[src/rtl/rf_pkg.sv]
// Shared constants and RV32 types for the scoreboarded register file.
package rf_pkg;

  localparam int unsigned RF_WIDTH = 32;
  localparam int unsigned RF_DEPTH = 32;

  typedef logic [4:0]  rf_addr_t;
  typedef logic [31:0] rf_data_t;

endpackage

[src/rtl/rf_read_port.sv]
// One combinational read port: zero register, write-to-read bypass, then storage.
module rf_read_port
  import rf_pkg::*;
#(
  parameter int unsigned WIDTH    = RF_WIDTH,
  parameter int unsigned DEPTH    = RF_DEPTH,
  parameter int unsigned ZERO_REG = 1,
  localparam int unsigned ADDR_W  = $clog2(DEPTH)
) (
  input  logic              i_rst_n,
  input  logic [ADDR_W-1:0] i_rd_addr,
  input  logic [WIDTH-1:0]  i_regs [DEPTH],
  input  logic [DEPTH-1:0]  i_busy,
  input  logic              i_wr_ena,
  input  logic [ADDR_W-1:0] i_wr_addr,
  input  logic [WIDTH-1:0]  i_wr_data,
  output logic [WIDTH-1:0]  o_rd_data,
  output logic              o_rd_valid
);

  logic w_is_zero;
  logic w_bypass;

  // Priority: reset / zero register, then in-flight writeback, then stored value
  always_comb begin
    w_is_zero  = (ZERO_REG != 0) && (i_rd_addr == '0);
    // A write during reset never lands, so it must not be forwarded either
    w_bypass   = i_rst_n && i_wr_ena && (i_wr_addr == i_rd_addr);
    o_rd_data  = '0;
    o_rd_valid = 1'b1;
    if (!w_is_zero) begin
      if (w_bypass) begin
        o_rd_data  = i_wr_data;
        o_rd_valid = 1'b1;
      end else begin
        o_rd_data  = i_regs[i_rd_addr];
        o_rd_valid = !i_busy[i_rd_addr];
      end
    end
  end

endmodule

[src/rtl/register_file_scoreboard.sv]
// Parametrised register file with async-reset storage, bypass and busy scoreboard.
module register_file_scoreboard
  import rf_pkg::*;
#(
  parameter int unsigned WIDTH    = RF_WIDTH,
  parameter int unsigned DEPTH    = RF_DEPTH,
  parameter int unsigned N_READ   = 2,
  parameter int unsigned ZERO_REG = 1,
  localparam int unsigned ADDR_W  = $clog2(DEPTH)
) (
  input  logic                     i_clk,
  input  logic                     i_rst_n,
  input  logic                     i_wr_ena,
  input  logic [ADDR_W-1:0]        i_wr_addr,
  input  logic [WIDTH-1:0]         i_wr_data,
  input  logic                     i_rsv_ena,
  input  logic [ADDR_W-1:0]        i_rsv_addr,
  input  logic [N_READ*ADDR_W-1:0] i_rd_addr,
  output logic [N_READ*WIDTH-1:0]  o_rd_data,
  output logic [N_READ-1:0]        o_rd_valid,
  output logic [ADDR_W:0]          o_busy_count
);

  logic [WIDTH-1:0] w_regs [DEPTH];
  logic [DEPTH-1:0] w_busy;
  logic [DEPTH-1:0] w_wr_sel;
  logic [DEPTH-1:0] w_rsv_sel;
  logic             w_wr_zero;
  logic             w_rsv_zero;
  logic             w_set;
  logic             w_clr;
  logic [ADDR_W:0]  w_busy_count_d;
  logic [ADDR_W:0]  r_busy_count;

  // One-hot decode of write/reserve targets; the zero register is never selected
  always_comb begin
    w_wr_zero  = (ZERO_REG != 0) && (i_wr_addr == '0);
    w_rsv_zero = (ZERO_REG != 0) && (i_rsv_addr == '0);
    w_wr_sel   = '0;
    w_rsv_sel  = '0;
    if (i_wr_ena && !w_wr_zero) w_wr_sel[i_wr_addr] = 1'b1;
    if (i_rsv_ena && !w_rsv_zero) w_rsv_sel[i_rsv_addr] = 1'b1;
  end

  for (genvar g = 0; g < DEPTH; g++) begin : g_reg
    logic [WIDTH-1:0] r_data;
    logic             r_pend;

    // Per-register data flop and FREE/PENDING bit; a reserve outranks a same-cycle write
    always_ff @(posedge i_clk or negedge i_rst_n) begin
      if (!i_rst_n) begin
        r_data <= '0;
        r_pend <= 1'b0;
      end else begin
        if (w_wr_sel[g]) r_data <= i_wr_data;
        if (w_rsv_sel[g]) begin
          r_pend <= 1'b1;
        end else if (w_wr_sel[g]) begin
          r_pend <= 1'b0;
        end
      end
    end

    assign w_regs[g] = r_data;
    assign w_busy[g] = r_pend;
  end

  // Incremental popcount: at most one set and one clear per cycle
  always_comb begin
    w_set = i_rsv_ena && !w_rsv_zero && !w_busy[i_rsv_addr];
    w_clr = i_wr_ena && !w_wr_zero && w_busy[i_wr_addr] &&
            !(i_rsv_ena && (i_rsv_addr == i_wr_addr));
    w_busy_count_d = r_busy_count + {{ADDR_W{1'b0}}, w_set} - {{ADDR_W{1'b0}}, w_clr};
  end

  // Busy population register
  always_ff @(posedge i_clk or negedge i_rst_n) begin
    if (!i_rst_n) begin
      r_busy_count <= '0;
    end else begin
      r_busy_count <= w_busy_count_d;
    end
  end

  assign o_busy_count = r_busy_count;

  for (genvar p = 0; p < N_READ; p++) begin : g_rd
    rf_read_port #(
      .WIDTH   (WIDTH),
      .DEPTH   (DEPTH),
      .ZERO_REG(ZERO_REG)
    ) u_rd_port (
      .i_rst_n   (i_rst_n),
      .i_rd_addr (i_rd_addr[p*ADDR_W +: ADDR_W]),
      .i_regs    (w_regs),
      .i_busy    (w_busy),
      .i_wr_ena  (i_wr_ena),
      .i_wr_addr (i_wr_addr),
      .i_wr_data (i_wr_data),
      .o_rd_data (o_rd_data[p*WIDTH +: WIDTH]),
      .o_rd_valid(o_rd_valid[p])
    );
  end

endmodule

[config.mk]
export PLATFORM = sky130hd
export DESIGN_NAME = register_file_scoreboard
export DESIGN_NICKNAME = d
export VERILOG_FILES = /design/src/rtl/rf_pkg.sv /design/src/rtl/rf_read_port.sv /design/src/rtl/register_file_scoreboard.sv
export SDC_FILE = /design/constraint.sdc
export NUM_CORES = 2
export LEC_CHECK = 0
export BUFFER_PORTS_ARGS = -buffer_cell sky130_fd_sc_hd__buf_2
export CAP_MARGIN = 15
export CORE_UTILIZATION = 50
export DETAILED_ROUTE_END_ITERATION = 10
export PLACE_DENSITY = 0.66
export SLEW_MARGIN = 25
export SYNTH_ARGS = -nofsm -noshare
export SYNTH_HDL_FRONTEND = slang
export SYNTH_SLANG_ARGS = --single-unit
[constraint.sdc]
create_clock -name i_clk -period 3.2 [get_ports i_clk]
set_input_delay 0.48 -clock i_clk [delete_from_list [all_inputs] [get_ports i_clk]]
set_output_delay 0.48 -clock i_clk [all_outputs]
set_load 0.02 [all_outputs]
==> run summary <==
Setup Viol. Count Final -> 1
Final TNS setup -> -0.0494 ns
Max Freq -> 0.308 GHz
Area Overhead vs Synth -> 14.5%
DP Worst Slack -> -0.377 ns
CP max stage cell -> mux4_2
Post-Route WL -> 191 mm
top cell type's share of synthesized area -> 46.5%
core area -> 113000 um^2
initial antenna violation count -> 17
Startpoint Class -> register
Slew HR -> 34.4%
Die Span Y -> 340 um
Post-Synthesis Cells -> 3951
synth top area cells -> dfrtp_1 (47%), mux2_2 (20%), mux4_2 (18%)
vias in the first global route -> 39800
violated checks -> hold timing, setup timing
Net Count, Synth -> 4014
Gate power share -> 21.9%
Starting Density -> 50.6%
worst skew pair latency -> 0.73 ns
crit path buf inv count -> 2
vias -> 38800
GR Overflow Total -> 0
vias per inst -> 6.86
count of flip-flops with a built-in enable after synthesis -> 0
Setup Crit Path Kind -> register to primary output
synthesized area per cell -> 14.5 um^2
Flop pwr share -> 44.1%
Synth area leader -> dfrtp_1
final hold viol count -> 7
Final min period -> 3.25 ns
Worst Hold Class -> input port to async pin
layout cells sized above 1 -> 52.2%
final period utilization -> 102%
CTS root buf -> clkbuf_16
Seq/Total Area, Yosys -> 46.5%
largest net degree at the start of global routing -> 158
total global-route track usage -> 33.3%
Max IR drop VDD -> 496 uV
PD cells -> 623 nW/um^2
CP required -> 2.72 ns
yosys warns -> 0
Filler cells -> 8843
ANT nets after route -> 0
RSZ-0062 raised after global routing -> true
crit-path max FO -> 4
Clock Path Buffers -> 3
Worst setup EP type -> primary output
Port-buffer cells -> 127
drt initial violations -> 3924
Pwr Total -> 0.0408 W
Psw -> 0.0115 W
Hold WS -> -0.00624 ns
hpwl dp -> 117 mm
global-route wire length before repair -> 281 mm
Post-Synthesis Cell Area -> 57100 um^2
crit path cell chain -> buf_4 > mux4_2 > mux4_2 > nor3b_4 > a31oi_2 > buf_4
CTS tree -> yes
Yosys reg bits -> 1062
final setup margin -> -0.0494 ns
Lkg Pwr -> 28.3 nW
Yosys cell types -> 60
Internal -> 0.0293 W
layout net count -> 4107
Die ar. -> 116000 um^2
Die Width -> 340 um
drt drc -> 0
GP Congestion -> 0.916
status -> finished, violations left
switch share -> 28.1%
TritonCTS Sinks -> 1062
Max-cap violations -> 0
Initial DRT Pass Iterations -> 6
multi-input logic area -> 28800 um^2
Critical Path AT -> 2.77 ns
final number of max-transition violations -> 0
Worst path max stage delay -> 0.49 ns
CP top delay family -> multiplexers
WL/cell -> 33.8 um
Util after Layout -> 58.0%
clk_skew -> 0.0459 ns
Worst-path clk slew -> 0.06 ns
asr flop ratio synth -> 100%
Worst-Margin Slew -> 0.984 ns
total CTS buffers -> 115
H-tree lvl count -> 3
FF+latch area -> 26600 um^2
clock share of power -> 34.1%
Top Ports -> 128
ys flop type -> dfrtp_1
# rows -> 123
==> flip-flops by register name, summed over array words and instances, names as in the netlist <==
name and cells:
g.r_data 1024, g.r_pend 32, o_busy_count 6
==> power groups by stage <==
stage | sequential, W | clock (W) | combinational [W]
6_report | 0.0180 | 0.0139 | 0.00891
5_1_grt | 0.0183 | 0.0146 | 0.00947
4_1_cts | 0.0179 | 0.0141 | 0.00886
3_5_place_dp | 0.0181 | 0 | 0.00881
3_3_place_gp | 0.0180 | 0 | 0.00863
2_1_floorplan | 0.0175 | 0 | 0.00648
==> repair_timing <==
action / in CTS / in global routing
pin swaps: 2 / 1
gates cloned: 0 / 0
buffers inserted: 0 / 1
gates resized for setup: 9 / 25
hold buffers: 1 / 0
hold endpoints to repair: 62 / 0
endpoints found under the setup margin: 5 / 21
==> layout by cell type (no fill, tap or decap), drive strengths merged, types with 7 or more instances in the layout <==
| cell type | count |
|---|---|
| dfrtp | 1062 |
| mux2 | 1004 |
| mux4 | 465 |
| buf | 425 |
| clkbuf | 173 |
| mux2i | 167 |
| nand2 | 121 |
| a22oi | 117 |
| nor2 | 70 |
| o22ai | 69 |
| a32o | 44 |
| a21oi | 44 |
| a211oi | 41 |
| o21ai | 41 |
| o221ai | 34 |
| nand3 | 32 |
| clkinv | 30 |
| a22o | 22 |
| inv | 19 |
| xnor2 | 17 |
| nor3 | 15 |
| nor2b | 13 |
| a221o | 11 |
| nor3b | 9 |
| or2 | 9 |
| nand3b | 7 |
| bufinv | 7 |
| a221oi | 7 |
==> cell families (layout without fill, tap and decap cells) <==
| logic type | Yosys count | after routing | share of synthesized area, % |
|---|---|---|---|
| AO/OA/AOI/OAI | 451 | 451 | 5.82 |
| XOR/XNOR | 20 | 20 | 0.307 |
| adder cells (fa/ha/maj) | 7 | 7 | 0.166 |
| buffers and inverters | 465 | 658 | 3.60 |
| flip-flops | 1062 | 1062 | 46.5 |
| multiplexers | 1636 | 1636 | 41.1 |
| other | 0 | 2 | 0 |
| AND/OR/NAND/NOR | 310 | 310 | 2.53 |
==> Yosys cell counts (7+ instances only) <==
library cell / number
nor3b_1: 9
a21oi_1: 44
clkbuf_1: 258
a221o_1: 11
a32o_1: 44
mux2i_1: 167
a221oi_1: 7
buf_1: 42
buf_2: 112
mux4_2: 465
nand3_1: 32
xnor2_1: 17
a211oi_1: 41
dfrtp_1: 1062
nor2_1: 69
nor3_1: 15
nor2b_1: 13
nand3b_1: 7
o221ai_1: 34
inv_1: 14
nand2_1: 121
o21ai_0: 40
buf_4: 31
mux2_2: 1004
or2_2: 7
a22o_1: 22
a22oi_1: 117
o22ai_1: 69
==> path summary, 6_finish.rpt <==
check / startpoint / end / slack, ns / cells after the start
min reg2reg: g_reg[0].r_data[18] / g_reg[0].r_data[18] / 0.39 / 0
min: i_rst_n / g_reg[21].r_data[27] / -0.006 / 2
max in group asynchronous: i_rst_n / g_reg[26].r_data[16] / 1.04 / 4
min in group i_clk: i_wr_data[28] / g_reg[21].r_data[28] / 0.15 / 2
max: g_reg[25].r_pend / o_rd_valid[1] / -0.05 / 6
max reg2reg: g_reg[23].r_pend / o_busy_count[4] / 0.20 / 13
==> routing by layer <==
layer | wire (um) | global-route usage, %
met5 | 92 | 0
met4 | 9030 | 14.6
met3 | 17900 | 8.46
met2 | 88500 | 51.4
met1 | 75400 | 44.6
==> stage by stage <==
stage / instance area, um^2 / hold slack, ns / std cells
2_1_floorplan: 57100 / 0.184 / 3951
3_3_place_gp: 61300 / 0.377 / 5428
3_5_place_dp: 61300 / 0.382 / 5428
4_1_cts: 65300 / 0.00759 / 5646
5_1_grt: 65400 / 0.0588 / 5646
6_report: 65400 / -0.00624 / 5646
==> final cells by class <==
cell class | count | area share (%)
antenna | 2 | 0.00765
inverter | 15 | 0.0861
tap | 1500 | 2.87
timing repair buffer | 426 | 6.26
clock buffer | 173 | 5.35
clock inverter | 44 | 0.733
multi-input combinational | 2424 | 44.1
sequential | 1062 | 40.6
Power figures use the tool's default switching activity.
